### config.mk
export PLATFORM = sky130hd
export DESIGN_NAME = mesi_isc_breq_arb
export DESIGN_NICKNAME = d
export VERILOG_FILES = /design/src/rtl/mesi_isc_breq_arb.sv
export SDC_FILE = /design/constraint.sdc
export NUM_CORES = 1
export LEC_CHECK = 0
export CAP_MARGIN = 0
export CORE_ASPECT_RATIO = 2
export CORE_MARGIN = 2
export CORE_UTILIZATION = 59
export DETAILED_ROUTE_END_ITERATION = 6
export PLACE_DENSITY = 0.87
export SLEW_MARGIN = 20
export SYNTH_ARGS = -nofsm -noshare
export SYNTH_HDL_FRONTEND = slang
export SYNTH_SLANG_ARGS = --single-unit
### constraint.sdc
create_clock -name clk -period 5.8 [get_ports clk]
set_clock_uncertainty 0.15 [all_clocks]
set_input_delay 1.16 -clock clk [delete_from_list [all_inputs] [get_ports clk]]
set_output_delay 1.16 -clock clk [all_outputs]
set_load 0.05 [all_outputs]
### src/rtl/mesi_isc_breq_arb.sv
// mesi_isc_breq_arb: per-CPU broadcast request queues feeding
// the shared broadcast FIFO through a round-robin issuer.
module mesi_isc_breq_arb #(
  parameter int ADDR_WIDTH          = 32,
  parameter int MBUS_CMD_WIDTH      = 3,
  parameter int BROAD_TYPE_WIDTH    = 2,
  parameter int BROAD_ID_WIDTH      = 5,
  parameter int BREQ_FIFO_SIZE      = 2,
  parameter int BREQ_FIFO_SIZE_LOG2 = 1
) (
  input  logic                        clk,
  input  logic                        rst,
  input  logic [4*MBUS_CMD_WIDTH-1:0] mbus_cmd_array_i,
  input  logic [4*ADDR_WIDTH-1:0]     mbus_addr_array_i,
  input  logic                        fifo_status_full_i,
  output logic [3:0]                  mbus_ack_array_o,
  output logic                        broad_fifo_wr_o,
  output logic [ADDR_WIDTH-1:0]       broad_addr_o,
  output logic [BROAD_TYPE_WIDTH-1:0] broad_type_o,
  output logic [1:0]                  broad_cpu_id_o,
  output logic [BROAD_ID_WIDTH-1:0]   broad_id_o
);

  localparam int EW = ADDR_WIDTH + BROAD_TYPE_WIDTH;
  localparam int PW = (BREQ_FIFO_SIZE_LOG2 > 0) ?
                      BREQ_FIFO_SIZE_LOG2 : 1;
  localparam int CW = PW + 1;

  localparam logic [MBUS_CMD_WIDTH-1:0] CMD_WR =
    MBUS_CMD_WIDTH'(3);
  localparam logic [MBUS_CMD_WIDTH-1:0] CMD_RD =
    MBUS_CMD_WIDTH'(4);
  localparam logic [BROAD_TYPE_WIDTH-1:0] TYPE_WR =
    BROAD_TYPE_WIDTH'(1);
  localparam logic [BROAD_TYPE_WIDTH-1:0] TYPE_RD =
    BROAD_TYPE_WIDTH'(2);

  typedef logic [EW-1:0] entry_t;

  entry_t                    mem   [4][BREQ_FIFO_SIZE];
  logic [PW-1:0]             wptr  [4];
  logic [PW-1:0]             rptr  [4];
  logic [CW-1:0]             cnt   [4];
  entry_t                    entry [4];
  entry_t                    head  [4];
  logic [3:0]                push;
  logic [3:0]                pop;
  logic [3:0]                full;
  logic [3:0]                empty;
  logic [1:0]                rr_ptr;
  logic [1:0]                gnt;
  logic [1:0]                idx;
  logic                      found;
  logic                      issue;
  logic [BROAD_ID_WIDTH-1:0] id_cnt;

  function automatic logic [PW-1:0] ptr_inc(
    input logic [PW-1:0] p
  );
    return (p == PW'(BREQ_FIFO_SIZE - 1)) ?
           '0 : p + PW'(1);
  endfunction

  // Decode each CPU's command and decide whether it is taken now.
  always_comb begin
    logic [MBUS_CMD_WIDTH-1:0] cmd_n;
    logic                      is_wr;
    logic                      is_rd;
    cmd_n = '0;
    is_wr = 1'b0;
    is_rd = 1'b0;
    push  = '0;
    full  = '0;
    empty = '0;
    for (int n = 0; n < 4; n++) begin
      cmd_n = mbus_cmd_array_i[n*MBUS_CMD_WIDTH +: MBUS_CMD_WIDTH];
      is_wr = (cmd_n == CMD_WR);
      is_rd = (cmd_n == CMD_RD);
      entry[n] = {
        mbus_addr_array_i[n*ADDR_WIDTH +: ADDR_WIDTH],
        is_wr ? TYPE_WR : TYPE_RD
      };
      full[n]  = (cnt[n] == CW'(BREQ_FIFO_SIZE));
      empty[n] = (cnt[n] == '0);
      // The ack cycle masks a held command so it is taken once.
      push[n]  = (is_wr | is_rd) & ~full[n] &
                 ~mbus_ack_array_o[n];
      head[n]  = mem[n][rptr[n]];
    end
  end

  // Round-robin search from rr_ptr over queues non-empty now.
  always_comb begin
    gnt   = rr_ptr;
    found = 1'b0;
    idx   = rr_ptr;
    for (int k = 0; k < 4; k++) begin
      idx = rr_ptr + 2'(k);
      if (!found && !empty[idx]) begin
        gnt   = idx;
        found = 1'b1;
      end
    end
    // Gap after every write keeps the downstream FIFO safe.
    issue = found & ~fifo_status_full_i & ~broad_fifo_wr_o;
    pop   = '0;
    if (issue) pop[gnt] = 1'b1;
  end

  // Queue storage; contents need no reset, pointers guard them.
  always_ff @(posedge clk) begin
    for (int n = 0; n < 4; n++) begin
      if (push[n]) mem[n][wptr[n]] <= entry[n];
    end
  end

  // Queue pointers and occupancy.
  always_ff @(posedge clk) begin
    if (rst) begin
      for (int n = 0; n < 4; n++) begin
        wptr[n] <= '0;
        rptr[n] <= '0;
        cnt[n]  <= '0;
      end
    end else begin
      for (int n = 0; n < 4; n++) begin
        if (push[n]) wptr[n] <= ptr_inc(wptr[n]);
        if (pop[n])  rptr[n] <= ptr_inc(rptr[n]);
        case ({push[n], pop[n]})
          2'b10:   cnt[n] <= cnt[n] + CW'(1);
          2'b01:   cnt[n] <= cnt[n] - CW'(1);
          default: cnt[n] <= cnt[n];
        endcase
      end
    end
  end

  // One-cycle accept pulse per CPU.
  always_ff @(posedge clk) begin
    if (rst) mbus_ack_array_o <= '0;
    else     mbus_ack_array_o <= push;
  end

  // Broadcast issue: registered outputs hold between writes.
  always_ff @(posedge clk) begin
    if (rst) begin
      broad_fifo_wr_o <= 1'b0;
      broad_addr_o    <= '0;
      broad_type_o    <= '0;
      broad_cpu_id_o  <= '0;
      broad_id_o      <= '0;
      id_cnt          <= '0;
      rr_ptr          <= '0;
    end else begin
      broad_fifo_wr_o <= issue;
      if (issue) begin
        broad_addr_o   <= head[gnt][EW-1:BROAD_TYPE_WIDTH];
        broad_type_o   <= head[gnt][BROAD_TYPE_WIDTH-1:0];
        broad_cpu_id_o <= gnt;
        broad_id_o     <= id_cnt;
        id_cnt         <= id_cnt + BROAD_ID_WIDTH'(1);
        rr_ptr         <= gnt + 2'd1;
      end
    end
  end

endmodule

==> flow_metrics.env, run 1 <==
export IMPL_crit_fanout=14
export IMPL_min_to="broad_id_o[0]"
export IMPL_min_path_type="flop to flop"
export IMPL_p_seq_frac=0.476
export IMPL_slew_violations=0
export IMPL_cts_made_buffers=27
export IMPL_endpoint_kind="flop"
export IMPL_synthTopCellsByCount="288 x edfxtp_1, 107 x a211oi_1, 69 x nor2b_1"
export IMPL_synthSimpleGateAreaFrac=0.07601
export IMPL_crit_path_top_delay_cell="a221oi_1"
export IMPL_syn_to_final_growth_pct=21.24
export IMPL_cts_sinks=341
export IMPL_fin_ws_ps=1772
export IMPL_start_util=0.5968
export IMPL_holdWs_ps=308.8
export IMPL_cts_tree="yes"
export IMPL_crit_path_frequent_cell="nor2_1"
export IMPL_yosysMostFrequentCell="edfxtp_1"
export IMPL_p_comb_frac=0.237
export IMPL_final_util=0.7235
export IMPL_ys_dominant_reg_cell="edfxtp_1"
export IMPL_layout_min_cycle_time_ps=4028
export IMPL_grt_antenna_before_repair=0
export IMPL_intPower_mw=4.392
export IMPL_remaining_drc_errors=0
export IMPL_overflow=0
export IMPL_syn_inst=909
export IMPL_synth_edf_count=288
export IMPL_synth_compound_area_frac=0.1244
export IMPL_path_buf_inv=2
export IMPL_ys_ff_latch=341
export IMPL_post_route_period_util=0.6946
export IMPL_yosys_area_top_type_share=0.6292
export IMPL_cts_hold_buf=0
export IMPL_p_sw_mw=1.904
export IMPL_power_mw=6.295
export IMPL_cts_setup_buffers=0
export IMPL_synth_fp_nets=1064
export IMPL_htreeDepth=1
export IMPL_relSlewSlack=0.2906
export IMPL_wl_per_cell_um=20.68
export IMPL_synth_top_family_by_area="compound AO/OA/AOI/OAI gates"
export IMPL_die_w_um=111.9
export IMPL_synth_cell_types=44
export IMPL_cts_resized_gates=0
export IMPL_pwr_share_clk=0.287
export IMPL_vdd_drop_max_uv=240.1
export IMPL_crit_family="compound AO/OA/AOI/OAI gates"
export IMPL_synth_xor_area_frac=0.004461
export IMPL_path_cells="inv_1, ha_1, nor3b_1, o21ai_0, a221oi_1, or2_2, nor2_1, inv_1, ha_1, nor2_1, nor3_1, a21oi_1, nor2_1"
export IMPL_ys_warn_count=0
export IMPL_min_from="broad_id_o[0]"
export IMPL_yosysSeqAreaShare=0.7064
export IMPL_max_stage_delay_ps=910
export IMPL_drt_wl_total_mm=28.48
export IMPL_r2r_cells=13
export IMPL_clkLatencyLatePin_ps=550
export IMPL_drtPass1Iterations=5
export IMPL_ioPinCount=189
export IMPL_setup_tns_ps=0
export IMPL_crit_arrival_ps=4160
export IMPL_r2r_end="cnt[1][1]"
export IMPL_timing_fmax_mhz=248.2
export IMPL_grt_pass1_vias=8237
export IMPL_grt_max_degree=84
export IMPL_grt_pass1_wl_mm=44.13
export IMPL_hold_violations=0
export IMPL_crit_type="flop to flop"
export IMPL_std_cell_rows=79
export IMPL_synth_area_leaders="edfxtp_1 63%, dfxtp_1 7.7%, a211oi_1 5.8%"
export IMPL_yosysTopAreaCell="edfxtp_1"
export IMPL_power_density_nw_per_um2=377.8
export IMPL_cap_violations=0
export IMPL_synth_mux_area_frac=0.05034
export IMPL_coreArea_um2=23030
export IMPL_preCtsSetupSlack_ps=1900
export IMPL_swShare=0.3024
export IMPL_worstReg2RegStart="cnt[3][0]"
export IMPL_syn_area_um2=13740
export IMPL_first_iter_violations=655
export IMPL_worstSetupStartpointType="flop"
export IMPL_worstPathRequired_ps=5930
export IMPL_globalRouteTotalUtil=0.2287
export IMPL_clk_path_buf_depth=3
export IMPL_antenna_cells=0
export IMPL_whs_path_depth=2
export IMPL_status="finished, final reports clean"
export IMPL_cts_root_buf="clkbuf_16"
export IMPL_drive_above_1_share=0.09141
export IMPL_routed_via_density=5.997
export IMPL_async_flop_share=0
export IMPL_nets=1228
export IMPL_clk_pin_slew_ps=70
export IMPL_die_area_um2=24610
export IMPL_fp_dieH_um=219.9
export IMPL_finalSetupViolCount=0
export IMPL_vias=8258
export IMPL_avgSynthCellArea_um2=15.12
export IMPL_grt_setup_unrepaired="false"
export IMPL_gp_congestion=0.8256
export IMPL_r2r_setup_slack_ps=1770
export IMPL_cellLeakagePower_nw=5.774
export IMPL_synth_adder_area_share=0.01092
export IMPL_antenna_left=0
export IMPL_worst_pin_slew_ps=1062
export IMPL_io_buffers=188
export IMPL_dpl_hpwl_mm=19.66
==> worst max-delay path by stage <==
stage / startpoint / to / slack [ps] / cells past startpoint
3_3_place_gp: mbus_cmd_array_i[9] / mem[3][46] / 1930 / 7
4_1_cts: cnt[3][0] / cnt[1][1] / 1920 / 13
3_5_place_dp: mbus_cmd_array_i[9] / mem[3][46] / 1900 / 7
2_1_floorplan: mbus_cmd_array_i[9] / mem[3][34] / 1750 / 7
6_report: cnt[3][0] / cnt[1][1] / 1770 / 13
5_1_grt: cnt[3][0] / cnt[1][1] / 1560 / 13
==> registers in the layout (all words and copies together), names as in the netlist <==
register          flops
mem                 272
broad_addr_o         32
cnt                   8
broad_id_o            5
id_cnt                5
mbus_ack_array_o      4
rptr                  4
wptr                  4
broad_cpu_id_o        2
broad_type_o          2
rr_ptr                2
broad_fifo_wr_o       1
==> power groups by stage <==
stage	clock [mW]	combinational, mW	sequential (mW)
2_1_floorplan	0	0.753	3.28
3_3_place_gp	0	1.43	3.03
3_5_place_dp	0	1.49	3.05
4_1_cts	1.83	1.49	3.00
5_1_grt	1.92	1.59	3.01
6_report	1.81	1.49	3.00
==> through the flow <==
stage          instances  instance area [um^2]
5_1_grt             1377                 16660
3_5_place_dp        1327                 15810
4_1_cts             1377                 16660
2_1_floorplan        909                 13740
6_report            1377                 16660
3_3_place_gp        1327                 15800
==> final cells by class <==
class	count	area [um^2]
Multi-Input combinational cell	486	3706
Tap cell	283	354.1
Sequential cell	341	9709
Clock inverter	19	167.7
Inverter	17	63.81
Fill cell	1441	6367
Timing Repair Buffer	200	1972
Clock buffer	31	690.7
==> cell families (layout without fill, tap and decap cells) <==
family	after synthesis	count (layout)
DFF	341	341
AOI/OAI and AO/OA	204	204
and+or+nand+nor	194	194
buffers and inverters	82	267
muxes	69	69
adders and majority gates	12	12
xor gates and xnor gates	7	7
==> layout by cell type, fill, tap and decap left out, types with 17 or more instances in the layout <==
cell	instances
edfxtp_1	288
clkdlybuf4s50_1	188
a211oi_1	107
nor2b_1	69
mux2i_1	68
dfxtp_1	53
nor2_1	36
a211o_1	35
a211oi_2	30
clkbuf_16	27
nand2_1	23
nor3_1	20
inv_1	17
==> per-layer routing <==
| metal | vias to the layer above | routed length, um | GRT usage |
|---|---|---|---|
| li1 | 3836 | - | - |
| met4 | 0 | 668 | 0.06667 |
| met3 | 54 | 2089 | 0.03383 |
| met2 | 366 | 13670 | 0.3705 |
| met5 | - | 0 | 0 |
| met1 | 4002 | 12050 | 0.3266 |
==> worst reg2reg max path, stage by stage, from the launching register on <==
cell and delay [ps]:
edfxtp_1 390, inv_1 130, ha_1 280, nor3b_1 420
o21ai_0 210, a221oi_1 910, or2_2 460, nor2_1 140
inv_1 70, ha_1 240, nor2_1 100, nor3_1 50
a21oi_1 150, nor2_1 60
No activity file was read; power rests on OpenSTA's default activity.
==> run 2, diff against run 1 <==
--- a/config.mk
+++ b/config.mk
@@ -8,9 +8,9 @@
 export CAP_MARGIN = 0
 export CORE_ASPECT_RATIO = 2
 export CORE_MARGIN = 2
-export CORE_UTILIZATION = 59
+export CORE_UTILIZATION = 49
 export DETAILED_ROUTE_END_ITERATION = 6
-export PLACE_DENSITY = 0.87
+export PLACE_DENSITY = 0.77
 export SLEW_MARGIN = 20
 export SYNTH_ARGS = -nofsm -noshare
 export SYNTH_HDL_FRONTEND = slang
==> constraint.sdc (replaced) <==
create_clock -name clk -period 3.7 [get_ports clk]
set_clock_uncertainty 0.15 [all_clocks]
set_input_delay 0.74 -clock clk [delete_from_list [all_inputs] [get_ports clk]]
set_output_delay 0.74 -clock clk [all_outputs]
set_load 0.05 [all_outputs]
==> run 2 against run 1 <==
  * Clock power up 77%
  * Worst setup slack worse by 1400 ps
  * Hold slack better by 6.1 ps
  * First-iteration DRC count down 3.8%
  * Register-to-register slack worse by 1400 ps
  * Design area up 2.9%
  * Critical path type unchanged
  * Power up 64%
  * Highest routed layer unchanged
==> flow_metrics.env, run 2 (same netlist as run 1, synthesis figures left out) <==
export IMPL_vias=8288
export IMPL_power_density_nw_per_um2=602.6
export IMPL_crit_family="simple AND/OR/NAND/NOR gates"
export IMPL_gp_congestion=0.8848
export IMPL_largest_reg_flops=272
export IMPL_crit_arrival_ps=3520
export IMPL_timing_fmax_mhz=297.7
export IMPL_crit_path_top_delay_cell="a221o_4"
export IMPL_worst_pin_slew_ps=1022
export IMPL_path_cells="inv_1, ha_1, nor3b_1, o31ai_1, a221o_4, or2b_1, nor2_1, inv_1, ha_1, nor2_1, nor3_1, a21oi_1, nor2_1"
export IMPL_globalRouteTotalUtil=0.2156
export IMPL_nets=1242
export IMPL_layout_common_cells="288 x edfxtp_1, 188 x clkdlybuf4s50_1, 107 x a211oi_1, 69 x nor2b_1, 68 x mux2i_1"
export IMPL_path_buf_inv=2
export IMPL_fin_area_um2=17150
export IMPL_io_buffers=188
export IMPL_fin_ws_ps=341.4
export IMPL_overflow=0
export IMPL_cts_tree="yes"
export IMPL_crit_type="flop to flop"
export IMPL_cts_hold_buf=0
export IMPL_first_iter_violations=630
export IMPL_status="finished, final reports clean"
export IMPL_vdd_drop_max_uv=472.0
export IMPL_antenna_left=0
export IMPL_routed_via_density=5.673
export IMPL_remaining_drc_errors=0
export IMPL_grt_pass1_wl_mm=47.13
export IMPL_drtPass1Iterations=5
export IMPL_die_area_um2=29490
export IMPL_post_route_period_util=0.9077
export IMPL_cts_sinks=341
export IMPL_relSlewSlack=0.3168
export IMPL_layout_commonest_cell="edfxtp_1"
export IMPL_clk_pin_slew_ps=70
export IMPL_cts_made_buffers=27
export IMPL_preCtsSetupSlack_ps=342.8
export IMPL_cap_violations=0
export IMPL_crit_path_frequent_cell="nor2_1"
export IMPL_crit_fanout=5
export IMPL_coreArea_um2=27550
export IMPL_cellLeakagePower_nw=5.935
export IMPL_fp_dieH_um=240.9
export IMPL_final_util=0.6225
export IMPL_holdWs_ps=314.8
export IMPL_power_mw=10.33
export IMPL_worstSetupStartpointType="flop"
export IMPL_ioPinCount=189
export IMPL_clkLatencyLatePin_ps=560
export IMPL_endpoint_kind="flop"
export IMPL_drive_above_1_share=0.1164
export IMPL_grt_antenna_before_repair=2
export IMPL_grt_setup_unrepaired="false"
export IMPL_layout_min_cycle_time_ps=3359
export IMPL_grt_max_degree=84
export IMPL_dpl_hpwl_mm=21.91
export IMPL_worstPathRequired_ps=3860
export IMPL_instances_no_fill=1461
export IMPL_cts_setup_buffers=0
export IMPL_start_util=0.4990
export IMPL_std_cell_rows=86
export IMPL_die_w_um=122.4
export IMPL_htreeDepth=1
export IMPL_clk_path_buf_depth=3
export IMPL_cts_resized_gates=0
export IMPL_slew_violations=0
export IMPL_wl_per_cell_um=21.82
export IMPL_syn_to_final_growth_pct=24.76
export IMPL_placed_area_um2=16140
export IMPL_hold_violations=0
export IMPL_grt_pass1_vias=8360
export IMPL_dpl_cell_count=1410
export IMPL_nFillCells=2064
export IMPL_cts_root_buf="clkbuf_16"
export IMPL_max_stage_delay_ps=500
export IMPL_setup_tns_ps=0
export IMPL_min_path_type="flop to flop"
export IMPL_drt_wl_total_mm=31.88
export IMPL_finalSetupViolCount=0
==> run 2: cell types whose count changed in the layout (fill, tap and decap cells not counted), moves of 3 or more <==
cell and change:
buf_12 +11, clkinv_1 -7, clkinvlp_4 +5, and2_1 -4
and2_2 +4, bufinv_16 +4, buf_4 +3, clkbuf_1 -3
clkinv_2 -3, clkinv_4 +3
==> run 2: where the power goes <==
group          total, mW  switching, mW  internal [mW]
logic               2.42           1.52          0.906
registers           4.71          0.217           4.49
clock network       3.20           1.34           1.86
total               10.3           3.07           7.26
==> run 2: path summary, 6_finish.rpt <==
path	startpoint	end	slack, ps	cells past startpoint
max	cnt[3][0]	cnt[1][1]	340	13
min	broad_id_o[3]	broad_id_o[3]	310	2
max reg2reg	cnt[3][0]	cnt[1][1]	340	13
min reg2reg	broad_id_o[3]	broad_id_o[3]	310	2
==> run 2: layout make-up <==
| type | count | area, um^2 | area share |
|---|---|---|---|
| Inverter | 17 | 63.81 | 0.003721 |
| Timing Repair Buffer | 214 | 2215 | 0.1291 |
| Clock inverter | 21 | 310.3 | 0.01810 |
| Clock buffer | 29 | 693.2 | 0.04042 |
| Tap cell | 352 | 440.4 | 0.02568 |
| Sequential cell | 341 | 9709 | 0.5662 |
| Multi-Input combinational cell | 486 | 3714 | 0.2166 |
| Antenna cell | 1 | 2.502 | 0.0001459 |
==> run 2: per-layer routing <==
layer	global-route usage	wire length, um
met5	0	0
met4	0.08673	1058
met3	0.02694	1451
met2	0.4093	17660
met1	0.2384	11710
==> run 2: worst reg2reg max path: cells and delay by family (launching register included) <==
family | cells | cell delay [ps]
adders and majority gates | 2 | 540
DFF | 1 | 400
buffers and inverters | 2 | 190
and+or+nand+nor | 6 | 1060
AOI/OAI and AO/OA | 3 | 760
